==> src/rtl/exe_mul_stage_pkg.sv <==
// Shared definitions for the execute stage: ALU command encodings, the
// multiply FSM state enum and the NZCV bit positions within the status word.
package exe_mul_stage_pkg;

  localparam logic [3:0] CMD_MOV = 4'b0001;
  localparam logic [3:0] CMD_ADD = 4'b0010;
  localparam logic [3:0] CMD_ADC = 4'b0011;
  localparam logic [3:0] CMD_SUB = 4'b0100;
  localparam logic [3:0] CMD_SBC = 4'b0101;
  localparam logic [3:0] CMD_AND = 4'b0110;
  localparam logic [3:0] CMD_ORR = 4'b0111;
  localparam logic [3:0] CMD_EOR = 4'b1000;
  localparam logic [3:0] CMD_MVN = 4'b1001;
  localparam logic [3:0] CMD_MUL = 4'b1010;

  localparam int SR_N = 3;
  localparam int SR_Z = 2;
  localparam int SR_C = 1;
  localparam int SR_V = 0;

  typedef enum logic [1:0] {
    IDLE = 2'd0,
    RUN  = 2'd1,
    DONE = 2'd2
  } mul_state_t;

  function automatic logic [3:0] pack_nzcv(input logic n, input logic z,
                                           input logic c, input logic v);
    return {n, z, c, v};
  endfunction

endpackage

==> src/rtl/exe_mul_stage_seq_mul.sv <==
// Iterative shift-add multiplier retiring MUL_STEP multiplier bits per cycle.
// start loads the operands; done flags the cycle of the last iteration.
module exe_seq_mul #(
  parameter int DATA_W   = 32,
  parameter int MUL_STEP = 1
) (
  input  logic              clk,
  input  logic              rst,
  input  logic              start,
  input  logic              abort,
  input  logic [DATA_W-1:0] a,
  input  logic [DATA_W-1:0] b,
  output logic              done,
  output logic [DATA_W-1:0] product
);

  localparam int ITER  = DATA_W / MUL_STEP;
  localparam int CNT_W = $clog2(ITER + 1);
  localparam logic [CNT_W-1:0] LAST = CNT_W'(ITER - 1);

  logic [DATA_W-1:0] mcand_r;
  logic [DATA_W-1:0] mplier_r;
  logic [DATA_W-1:0] acc_r;
  logic [DATA_W-1:0] pp_s;
  logic [CNT_W-1:0]  cnt_r;
  logic              run_r;

  // Partial product of the multiplicand with the low MUL_STEP multiplier bits.
  always_comb begin
    pp_s = '0;
    for (int k = 0; k < MUL_STEP; k++) begin
      if (mplier_r[k]) begin
        pp_s = pp_s + (mcand_r << k);
      end else begin
        pp_s = pp_s;
      end
    end
  end

  // Iteration state; the multiplicand shifts left so the product stays truncated.
  always_ff @(posedge clk) begin
    if (rst) begin
      mcand_r  <= '0;
      mplier_r <= '0;
      acc_r    <= '0;
      cnt_r    <= '0;
      run_r    <= 1'b0;
    end else if (abort) begin
      cnt_r <= '0;
      run_r <= 1'b0;
    end else if (start) begin
      mcand_r  <= a;
      mplier_r <= b;
      acc_r    <= '0;
      cnt_r    <= '0;
      run_r    <= 1'b1;
    end else if (run_r) begin
      acc_r    <= acc_r + pp_s;
      mcand_r  <= mcand_r << MUL_STEP;
      mplier_r <= mplier_r >> MUL_STEP;
      if (cnt_r == LAST) begin
        cnt_r <= '0;
        run_r <= 1'b0;
      end else begin
        cnt_r <= cnt_r + CNT_W'(1);
      end
    end
  end

  assign done    = run_r && (cnt_r == LAST);
  assign product = acc_r;

endmodule

==> src/rtl/exe_mul_stage.sv <==
// Execute stage with registered EXE/MEM outputs and an optional iterative
// multiply (exe_cmd 1010) enabled by defining EXE_MUL_EN.
module exe_mul_stage
  import exe_mul_stage_pkg::*;
#(
  parameter int DATA_W   = 32,
  parameter int MUL_STEP = 1
) (
  input  logic              clk,
  input  logic              rst,
  input  logic              freeze,
  input  logic              flush,
  input  logic              in_valid,
  output logic              in_ready,
  input  logic              wb_en_in,
  input  logic              mem_r_en_in,
  input  logic              mem_w_en_in,
  input  logic              b_in,
  input  logic              s_in,
  input  logic [3:0]        exe_cmd_in,
  input  logic [3:0]        sr_in,
  input  logic [DATA_W-1:0] pc_in,
  input  logic [DATA_W-1:0] val_rn_in,
  input  logic [DATA_W-1:0] val2_in,
  input  logic [DATA_W-1:0] val_rm_in,
  input  logic [23:0]       imm24_in,
  input  logic [3:0]        dest_in,
  output logic              out_valid,
  output logic              wb_en,
  output logic              mem_r_en,
  output logic              mem_w_en,
  output logic              b,
  output logic              s,
  output logic [DATA_W-1:0] alu_res,
  output logic [DATA_W-1:0] val_rm,
  output logic [DATA_W-1:0] branch_addr,
  output logic [3:0]        dest,
  output logic [3:0]        status,
  output logic              busy
);

  logic [DATA_W-1:0] add_b_s;
  logic              add_cin_s;
  logic [DATA_W:0]   sum_s;
  logic [DATA_W-1:0] alu_s;
  logic              arith_s;
  logic              known_s;
  logic              c_s;
  logic              v_s;
  logic [3:0]        flags_s;
  logic [DATA_W-1:0] imm_ext_s;
  logic [DATA_W-1:0] br_s;

  logic is_mul_s;
  logic idle_s;
  logic mul_out_s;
  logic take_in_s;

  logic [DATA_W-1:0] prod_s;
  logic              cap_wb_r, cap_mr_r, cap_mw_r, cap_b_r, cap_s_r, cap_c_r, cap_v_r;
  logic [3:0]        cap_dest_r;
  logic [DATA_W-1:0] cap_rm_r;
  logic [DATA_W-1:0] cap_br_r;

  logic              nxt_valid_s, nxt_wb_s, nxt_mr_s, nxt_mw_s, nxt_b_s, nxt_s_s;
  logic [DATA_W-1:0] nxt_alu_s, nxt_rm_s, nxt_br_s;
  logic [3:0]        nxt_dest_s, nxt_status_s;

  if (DATA_W >= 24) begin : g_imm_wide
    assign imm_ext_s = {{(DATA_W - 24){imm24_in[23]}}, imm24_in};
  end else begin : g_imm_narrow
    assign imm_ext_s = imm24_in[DATA_W-1:0];
  end
  assign br_s = pc_in + (imm_ext_s << 2);

  // Single-cycle ALU; subtraction is rn + ~val2 + cin, so C means "no borrow".
  always_comb begin
    add_b_s   = val2_in;
    add_cin_s = 1'b0;
    case (exe_cmd_in)
      CMD_ADC: add_cin_s = sr_in[SR_C];
      CMD_SUB: begin
        add_b_s   = ~val2_in;
        add_cin_s = 1'b1;
      end
      CMD_SBC: begin
        add_b_s   = ~val2_in;
        add_cin_s = sr_in[SR_C];
      end
      default: add_cin_s = 1'b0;
    endcase
    sum_s   = {1'b0, val_rn_in} + {1'b0, add_b_s} + {{DATA_W{1'b0}}, add_cin_s};
    alu_s   = '0;
    arith_s = 1'b0;
    known_s = 1'b1;
    case (exe_cmd_in)
      CMD_MOV: alu_s = val2_in;
      CMD_MVN: alu_s = ~val2_in;
      CMD_ADD, CMD_ADC, CMD_SUB, CMD_SBC: begin
        alu_s   = sum_s[DATA_W-1:0];
        arith_s = 1'b1;
      end
      CMD_AND: alu_s = val_rn_in & val2_in;
      CMD_ORR: alu_s = val_rn_in | val2_in;
      CMD_EOR: alu_s = val_rn_in ^ val2_in;
      default: known_s = 1'b0;
    endcase
    c_s     = arith_s ? sum_s[DATA_W] : sr_in[SR_C];
    v_s     = arith_s ? ((val_rn_in[DATA_W-1] == add_b_s[DATA_W-1]) &&
                         (sum_s[DATA_W-1] != val_rn_in[DATA_W-1])) : sr_in[SR_V];
    flags_s = known_s ? pack_nzcv(alu_s[DATA_W-1], alu_s == '0, c_s, v_s) : sr_in;
  end

`ifdef EXE_MUL_EN
  mul_state_t state_r, state_nxt_s;
  logic       accept_mul_s;
  logic       mul_done_s;

  assign is_mul_s     = (exe_cmd_in == CMD_MUL);
  assign idle_s       = (state_r == IDLE);
  assign accept_mul_s = in_valid && in_ready && !flush && is_mul_s;
  assign mul_out_s    = (state_r == DONE) && !flush && !freeze;
  assign busy         = !idle_s;

  exe_seq_mul #(.DATA_W(DATA_W), .MUL_STEP(MUL_STEP)) u_mul (
    .clk     (clk),
    .rst     (rst),
    .start   (accept_mul_s),
    .abort   (flush && !idle_s),
    .a       (val_rn_in),
    .b       (val2_in),
    .done    (mul_done_s),
    .product (prod_s)
  );

  // Multiply FSM next state; RUN ignores freeze, flush aborts from RUN/DONE.
  always_comb begin
    state_nxt_s = state_r;
    case (state_r)
      IDLE: state_nxt_s = accept_mul_s ? RUN : IDLE;
      RUN: begin
        if (flush) begin
          state_nxt_s = IDLE;
        end else if (mul_done_s) begin
          state_nxt_s = DONE;
        end else begin
          state_nxt_s = RUN;
        end
      end
      DONE: state_nxt_s = (flush || !freeze) ? IDLE : DONE;
      default: state_nxt_s = IDLE;
    endcase
  end

  // Multiply FSM state register.
  always_ff @(posedge clk) begin
    if (rst) begin
      state_r <= IDLE;
    end else begin
      state_r <= state_nxt_s;
    end
  end

  // Bundle fields captured at MUL acceptance, replayed when the product is written.
  always_ff @(posedge clk) begin
    if (rst) begin
      {cap_wb_r, cap_mr_r, cap_mw_r, cap_b_r, cap_s_r, cap_c_r, cap_v_r} <= 7'b0;
      cap_dest_r <= 4'b0;
      cap_rm_r   <= '0;
      cap_br_r   <= '0;
    end else if (accept_mul_s) begin
      {cap_wb_r, cap_mr_r, cap_mw_r, cap_b_r, cap_s_r} <=
        {wb_en_in, mem_r_en_in, mem_w_en_in, b_in, s_in};
      cap_c_r    <= sr_in[SR_C];
      cap_v_r    <= sr_in[SR_V];
      cap_dest_r <= dest_in;
      cap_rm_r   <= val_rm_in;
      cap_br_r   <= br_s;
    end
  end
`else
  assign is_mul_s  = 1'b0;
  assign idle_s    = 1'b1;
  assign mul_out_s = 1'b0;
  assign busy      = 1'b0;
  assign prod_s    = '0;
  assign {cap_wb_r, cap_mr_r, cap_mw_r, cap_b_r, cap_s_r, cap_c_r, cap_v_r} = 7'b0;
  assign cap_dest_r = 4'b0;
  assign cap_rm_r   = '0;
  assign cap_br_r   = '0;
`endif

  assign in_ready  = !freeze && idle_s;
  assign take_in_s = in_valid && in_ready && !flush && !is_mul_s;

  // Next output bundle: product, accepted single-cycle result, or an all-zero bubble.
  always_comb begin
    {nxt_valid_s, nxt_wb_s, nxt_mr_s, nxt_mw_s, nxt_b_s, nxt_s_s} = 6'b0;
    nxt_alu_s    = '0;
    nxt_rm_s     = '0;
    nxt_br_s     = '0;
    nxt_dest_s   = 4'b0;
    nxt_status_s = 4'b0;
    if (mul_out_s) begin
      {nxt_valid_s, nxt_wb_s, nxt_mr_s, nxt_mw_s, nxt_b_s, nxt_s_s} =
        {1'b1, cap_wb_r, cap_mr_r, cap_mw_r, cap_b_r, cap_s_r};
      nxt_alu_s    = prod_s;
      nxt_rm_s     = cap_rm_r;
      nxt_br_s     = cap_br_r;
      nxt_dest_s   = cap_dest_r;
      nxt_status_s = pack_nzcv(prod_s[DATA_W-1], prod_s == '0, cap_c_r, cap_v_r);
    end else if (take_in_s) begin
      {nxt_valid_s, nxt_wb_s, nxt_mr_s, nxt_mw_s, nxt_b_s, nxt_s_s} =
        {1'b1, wb_en_in, mem_r_en_in, mem_w_en_in, b_in, s_in};
      nxt_alu_s    = alu_s;
      nxt_rm_s     = val_rm_in;
      nxt_br_s     = br_s;
      nxt_dest_s   = dest_in;
      nxt_status_s = flags_s;
    end else begin
      nxt_valid_s = 1'b0;
    end
  end

  // EXE/MEM output register; flush overrides freeze and loads a bubble.
  always_ff @(posedge clk) begin
    if (rst) begin
      {out_valid, wb_en, mem_r_en, mem_w_en, b, s} <= 6'b0;
      alu_res     <= '0;
      val_rm      <= '0;
      branch_addr <= '0;
      dest        <= 4'b0;
      status      <= 4'b0;
    end else if (flush || !freeze) begin
      {out_valid, wb_en, mem_r_en, mem_w_en, b, s} <=
        {nxt_valid_s, nxt_wb_s, nxt_mr_s, nxt_mw_s, nxt_b_s, nxt_s_s};
      alu_res     <= nxt_alu_s;
      val_rm      <= nxt_rm_s;
      branch_addr <= nxt_br_s;
      dest        <= nxt_dest_s;
      status      <= nxt_status_s;
    end
  end

endmodule

==> config.mk <==
export PLATFORM = sky130hd
export DESIGN_NAME = exe_mul_stage
export DESIGN_NICKNAME = d
export VERILOG_FILES = /design/src/rtl/exe_mul_stage_pkg.sv /design/src/rtl/exe_mul_stage_seq_mul.sv /design/src/rtl/exe_mul_stage.sv
export SDC_FILE = /design/constraint.sdc
export NUM_CORES = 1
export LEC_CHECK = 0
export ABC_AREA = 1
export BUFFER_PORTS_ARGS = -buffer_cell sky130_fd_sc_hd__buf_2
export CAP_MARGIN = 20
export CORE_ASPECT_RATIO = 0.5
export CORE_MARGIN = 4
export CORE_UTILIZATION = 49
export CTS_CLUSTER_DIAMETER = 200
export DETAILED_ROUTE_END_ITERATION = 16
export PLACE_DENSITY = 0.78
export SYNTH_ARGS = -nofsm -noshare
export SYNTH_HDL_FRONTEND = slang
export SYNTH_HIERARCHICAL = 1
export SYNTH_SLANG_ARGS = --single-unit
==> constraint.sdc <==
create_clock -name clk -period 3.5 [get_ports clk]
set_input_delay 0.35 -clock clk [delete_from_list [all_inputs] [get_ports clk]]
set_output_delay 0.35 -clock clk [all_outputs]
set_load 0.1 [all_outputs]
==> results of run 1 <==
==> state kept, by name, summed over array words and instances, names as in the netlist <==
register,count
status,4
s,1
out_valid,1
dest,4
mem_r_en,1
branch_addr,32
mem_w_en,1
val_rm,32
wb_en,1
b,1
alu_res,32
==> synth_stat cells (3+ instances only) <==
master / number / area (um^2)
dfxtp_1: 110 / 2200
nand2_2: 6 / 37.5
buf_1: 5 / 18.8
inv_2: 9 / 33.8
nor2_1: 95 / 357
o21ai_1: 12 / 60.1
fa_1: 3 / 60.1
o21ai_0: 80 / 400
nand3_1: 135 / 676
a21oi_1: 182 / 911
nand3b_1: 9 / 67.6
a21o_1: 7 / 52.6
ha_1: 124 / 1550
clkbuf_1: 36 / 135
inv_1: 229 / 860
nand4_1: 10 / 62.6
buf_6: 6 / 67.6
and2_1: 5 / 31.3
nand2_1: 555 / 2080
buf_4: 4 / 30.0
o211ai_1: 3 / 22.5
buf_2: 9 / 45.0
nor2_2: 6 / 37.5
a211oi_1: 21 / 158
xor2_1: 37 / 324
or2_2: 11 / 68.8
nor3_1: 14 / 70.1
==> cell families after synthesis <==
group	after synthesis	synth area share, %
buffers and inverters	298	11.2
other	1	0.0354
AOI/OAI and AO/OA	315	15.9
and+or+nand+nor	855	33.7
DFF	110	20.8
adders and majority gates	127	15.2
xor gates and xnor gates	38	3.14
==> per-stage QoR <==
step	cells	worst slack, ps	hold WS (ps)	cell area (um^2)
6_report	2309	458	244	12700
5_1_grt	2309	103	241	12700
4_1_cts	2307	516	235	12700
3_5_place_dp	2291	169	452	12400
3_3_place_gp	2291	220	449	12400
2_1_floorplan	1744	211	494	10600
==> power breakdown <==
part / leakage (nW) / switching (mW) / internal (mW)
logic: 5.73 / 1.14 / 0.525
clock network: 0.144 / 0.504 / 0.506
registers: 0.890 / 0.0144 / 1.28
==> worst register-to-register path, stage by stage, from the launching register on <==
cell and delay, ps:
dfxtp_1 370, nand2_1 70, a21oi_1 190
==> path summary, 6_finish.rpt <==
kind	start	to	slack (ps)	cells after the start
setup reg to reg	branch_addr[12]	branch_addr[12]	2810	2
setup / recovery	exe_cmd_in[2]	status[2]	460	29
hold / removal	pc_in[1]	branch_addr[1]	240	3
hold reg to reg	branch_addr[24]	branch_addr[24]	460	2
==> metal layers <==
metal	vias up	GRT usage, %	part of all wire [%]	routed length (um)
li1	6146	-	-	-
met1	5389	39.7	46	16100
met2	476	45.4	44	15600
met3	61	3.49	7.5	2640
met4	0	7.63	2.6	911
met5	-	0	0	0
==> area by class of cell <==
type | count | area [um^2]
Antenna cell | 2 | 5.00
Multi-Input combinational cell | 1336 | 7230
Fill cell | 2160 | 8250
Clock buffer | 10 | 229
Timing Repair Buffer | 315 | 1680
Inverter | 238 | 893
Tap cell | 292 | 365
Sequential cell | 110 | 2200
Clock inverter | 6 | 67.6
==> results.toml, run 1 <==
[clock_tree]
clock-sinks = 110
post_cts_hold_buffer_count = 0
clock_tree.root_cell = "clkbuf_16"
post_cts_resized = 0
tritoncts_clock_tree = "done"
worstSkewPairLatency_ps = 340
cts_buffer_count = 9
max-clock-path-buffers = 2
clk_pin_slew_worst_paths_ps = 80
cts_post_setup_buffers_inserted = 0
h-tree-depth = 3

[sta]
grt_setup_unrepaired = "no"
finalWorstPathRequiredPeriod_ps = 3040
setup_tns_ps = 0
skew_ps = 0
setup-violations-final = 0
ratio_of_final_minimum_period_to_clock_period_pct = 86.9
timing_worst_slew_pin_value_ps = 703
slew_violations = 0
report.final.hold_viol_count = 0
timing.slew.headroom_pct = 53.1
maxClockFrequency_mhz = 329

[floorplan]
rows = 37
die_span_y_um = 112
fp.dieArea_um2 = 24200
core_region_area_um2 = 20900
top_level_ports = 286
die-width_um = 216
initial_cell_density_of_the_core_pct = 50.7

[grt]
grt_max_degree = 95
antenna_found_initial = 2
via_count_of_the_first_global_routing_pass = 11000
grt_use_total_pct = 28.0
grt_pass1_wl_um = 56600
grt_overflow = 0

[critical_path]
path_common_cell = "nand2_1"
cpMaxStageDelayCell = "fa_1"
crit_path_max_fanout = 4
worst-endpoint-required_ps = 3790
timing.critical_path.max_delay_family = "simple AND/OR/NAND/NOR gates"
worstSetupPathType = "primary input to flip-flop"
worst_setup_path_end_kind = "flip-flop"
crit_path_max_incr_delay_ps = 400
timing.critical_path.from_type = "primary input"
cp_num_buf_inv = 4
worst_ep_arrival_time_ps = 3330

[route]
route.detailed.drc = 0
detailroute.via_count = 12100
detail_route.iter0.violations = 1036
wl_um = 35300
detail_route.first_pass.iterations = 6
drt-vias-per-instance = 5.23
drtAntennaViolNets = 0
drt-wirelength-per-cell_um = 15.3

[power_and_ir_drop]
cellLeakagePower_nw = 6.77
power_density_of_the_placed_cells_nw_per_um2 = 313
power.ir.vdd_worst_v = 0.000298
report.power.total_mw = 3.97

[logic_synthesis]
ys.warnings.count = 6
seq_area_frac_synth_pct = 20.8
synthesis.nets = 2045
proportion_of_register_bits_with_asynchronous_set_or_reset_after_synthesis_pct = 0
netlist_instances = 1744
synth_seq_cells = 110
synth.cell_area_um2 = 10600
netlist-cell-type-count = 42
synth_enable_flop_cells = 0
synth_area_per_cell_um2 = 6.08
dominantRegCellSynth = "dfxtp_1"

[layout]
area_growth_syn_to_layout_pct = 19.5
final_net_count = 2311
final_layout_size_suffix_gt1_share_pct = 18.6
most_common_cell_after_layout_fill_and_taps_aside = "nand2_1"
fin_util_pct = 60.6
layout_common_cells = "nand2_1 (555), buf_2 (283), inv_1 (229), a21oi_1 (182), nand3_1 (135)"

[placement]
hpwlAfterDp_um = 28100
buffer_ports.inserted = 284
final_replace_weighted_congestion = 1.01

[status]
run_status = "completed"

[min_path]
holdCritPathClass = "primary input to flip-flop"

[job]
drv_cap = 0
Note: power is estimated with default switching activity, not from simulation.
==> run 2: changes to the inputs <==
--- a/config.mk
+++ b/config.mk
@@ -13,7 +13,7 @@
 export CORE_UTILIZATION = 49
 export CTS_CLUSTER_DIAMETER = 200
 export DETAILED_ROUTE_END_ITERATION = 16
-export PLACE_DENSITY = 0.78
+export PLACE_DENSITY = 0.81
 export SYNTH_ARGS = -nofsm -noshare
 export SYNTH_HDL_FRONTEND = slang
 export SYNTH_HIERARCHICAL = 1
==> run 2 against run 1 <==
First-iteration DRC count rose by 0.58%; non-clock buffer count fell by 12; register-to-register slack improved by 20 ps; critical path depth fell by 2; worst setup slack got worse by 62 ps; total power fell by 0.61%; combinational power barely moved; routed wire length fell by 0.71%; sequential power barely moved; largest cell class unchanged; largest power group unchanged.
==> results.toml, run 2 (synthesis gave the netlist of run 1 again) <==
[layout]
area_growth_syn_to_layout_pct = 18.5
most_common_cell_after_layout_fill_and_taps_aside = "nand2_1"
registers_with_the_highest_flip_flop_counts = "alu_res x32, branch_addr x32, val_rm x32"
fin_util_pct = 60.1
final_layout_size_suffix_gt1_share_pct = 18.2
final_net_count = 2299
layout_common_cells = "nand2_1 (555), buf_2 (283), inv_1 (228), a21oi_1 (182), nand3_1 (135)"

[critical_path]
crit_path_max_fanout = 5
timing.critical_path.from_type = "primary input"
reg2reg_depth = 2
worst_setup_path_end_kind = "flip-flop"
worst-endpoint-required_ps = 3780
cpMaxStageDelayCell = "fa_1"
worstSetupPathType = "primary input to flip-flop"
path_common_cell = "nand2_1"
r2r_setup_slack_ps = 2830
worst_ep_arrival_time_ps = 3390
r2r_end = "alu_res[24]"
worstReg2RegStart = "alu_res[24]"
crit_path_max_incr_delay_ps = 400

[sta]
finalWorstPathRequiredPeriod_ps = 3100
timing.slew.headroom_pct = 41.3
ratio_of_final_minimum_period_to_clock_period_pct = 88.7
maxClockFrequency_mhz = 322
setup_tns_ps = 0
grt_setup_unrepaired = "no"
setup-violations-final = 0
skew_ps = 0
setup_slack_ps = 397
timing_worst_slew_pin_value_ps = 879
report.final.hold_viol_count = 0
slew_violations = 0

[power_and_ir_drop]
power.ir.vdd_worst_v = 0.000220
cellLeakagePower_nw = 6.70
power_density_of_the_placed_cells_nw_per_um2 = 314

[floorplan]
die-width_um = 216
fp.dieArea_um2 = 24200
rows = 37
initial_cell_density_of_the_core_pct = 50.7
core_region_area_um2 = 20900
top_level_ports = 286
die_span_y_um = 112

[min_path]
holdCritPathClass = "primary input to flip-flop"
hp-start = "dest_in[0]"
whs_endpoint = "dest[0]"
hold-path-cell-count = 3

[placement]
hpwlAfterDp_um = 28200
buffer_ports.inserted = 284
final_replace_weighted_congestion = 1.01
pre_cts_ws_ps = 77.9

[route]
route.detailed.drc = 0
drt-wirelength-per-cell_um = 15.3
detail_route.iter0.violations = 1042
detail_route.first_pass.iterations = 6
dr.max_layer_used = "met4"
drtAntennaViolNets = 0
detailroute.wirelength.met3_um = 2360
detailroute.via_count = 12100
total_met2_wirelength_after_detailed_routing_um = 15900
length_of_routed_wiring_on_met1_um = 16000
wl_um = 35100
drt-vias-per-instance = 5.26

[clock_tree]
worstSkewPairLatency_ps = 340
post_cts_hold_buffer_count = 0
clock_tree.root_cell = "clkbuf_16"
cts_post_setup_buffers_inserted = 0
max-clock-path-buffers = 2
tritoncts_clock_tree = "done"
clk_pin_slew_worst_paths_ps = 80
cts_buffer_count = 9
h-tree-depth = 3
clock-sinks = 110

[job]
drv_cap = 0

[grt]
via_count_of_the_first_global_routing_pass = 10800
grt_overflow = 0
grt_pass1_wl_um = 55300
grt_use_total_pct = 27.5
antenna_found_initial = 1
grt_max_degree = 77

[status]
run_status = "completed"
## run 2: cell count changes in the layout (fill, tap and decap cells not counted)
| cell | change |
|---|---|
| buf_4 | -11 |
| buf_12 | -1 |
| clkinv_8 | -1 |
| diode_2 | -1 |
| inv_1 | -1 |
| inv_2 | +1 |
| inv_8 | +1 |
| nor2_2 | -1 |
| nor2_4 | +1 |
## run 2: where the power goes
part	switching, mW	internal (mW)	total (mW)
combinational	1.14	0.500	1.64
clock	0.504	0.505	1.01
sequential	0.0140	1.28	1.29
## run 2: worst max-delay path: cells and delay by family
family,cells,cell delay (ps)
and+or+nand+nor,18,1660
buffers and inverters,4,380
adders and majority gates,2,630
AOI/OAI and AO/OA,3,360
## run 2: final cells by class
cell class,instances,area (um^2)
clock inverter,6,62.6
clock buffer,10,229
fill,2152,8350
tap,292,365
inverter,238,893
timing repair buffer,303,1580
antenna,1,2.50
sequential,110,2200
multi-input combinational,1336,7240
## run 2: layer usage
metal | vias up | track usage, %
li1 | 6113 | -
met1 | 5506 | 37.8
met2 | 412 | 45.8
met3 | 57 | 4.00
met4 | 0 | 6.77
met5 | - | 0
## run 2: repair_timing
item	CTS	global route
resized for setup	0	1
endpoints found under the hold margin	0	0
endpoints found under the setup margin	0	1
## run 2: worst max path at each step
stage               depth (start not counted)  slack (ps)           from         to
global placement                           27          70  exe_cmd_in[2]  status[2]
detailed placement                         27          80  exe_cmd_in[2]  status[2]
CTS                                        27         440  exe_cmd_in[2]  status[2]
finish                                     27         400  exe_cmd_in[2]  status[2]
floorplan                                  30         210  exe_cmd_in[2]  status[2]
global route                               29          40  exe_cmd_in[2]  status[2]
## run 2: per-stage QoR
step / std cells / hold WS [ps] / area (um^2) / power, mW
3_5_place_dp: 2279 / 452 / 12300 / 2.93
6_report: 2296 / 237 / 12600 / 3.94
4_1_cts: 2295 / 228 / 12600 / 3.93
3_3_place_gp: 2279 / 449 / 12300 / 2.92
5_1_grt: 2296 / 232 / 12600 / 4.20
2_1_floorplan: 1744 / 494 / 10600 / 2.47
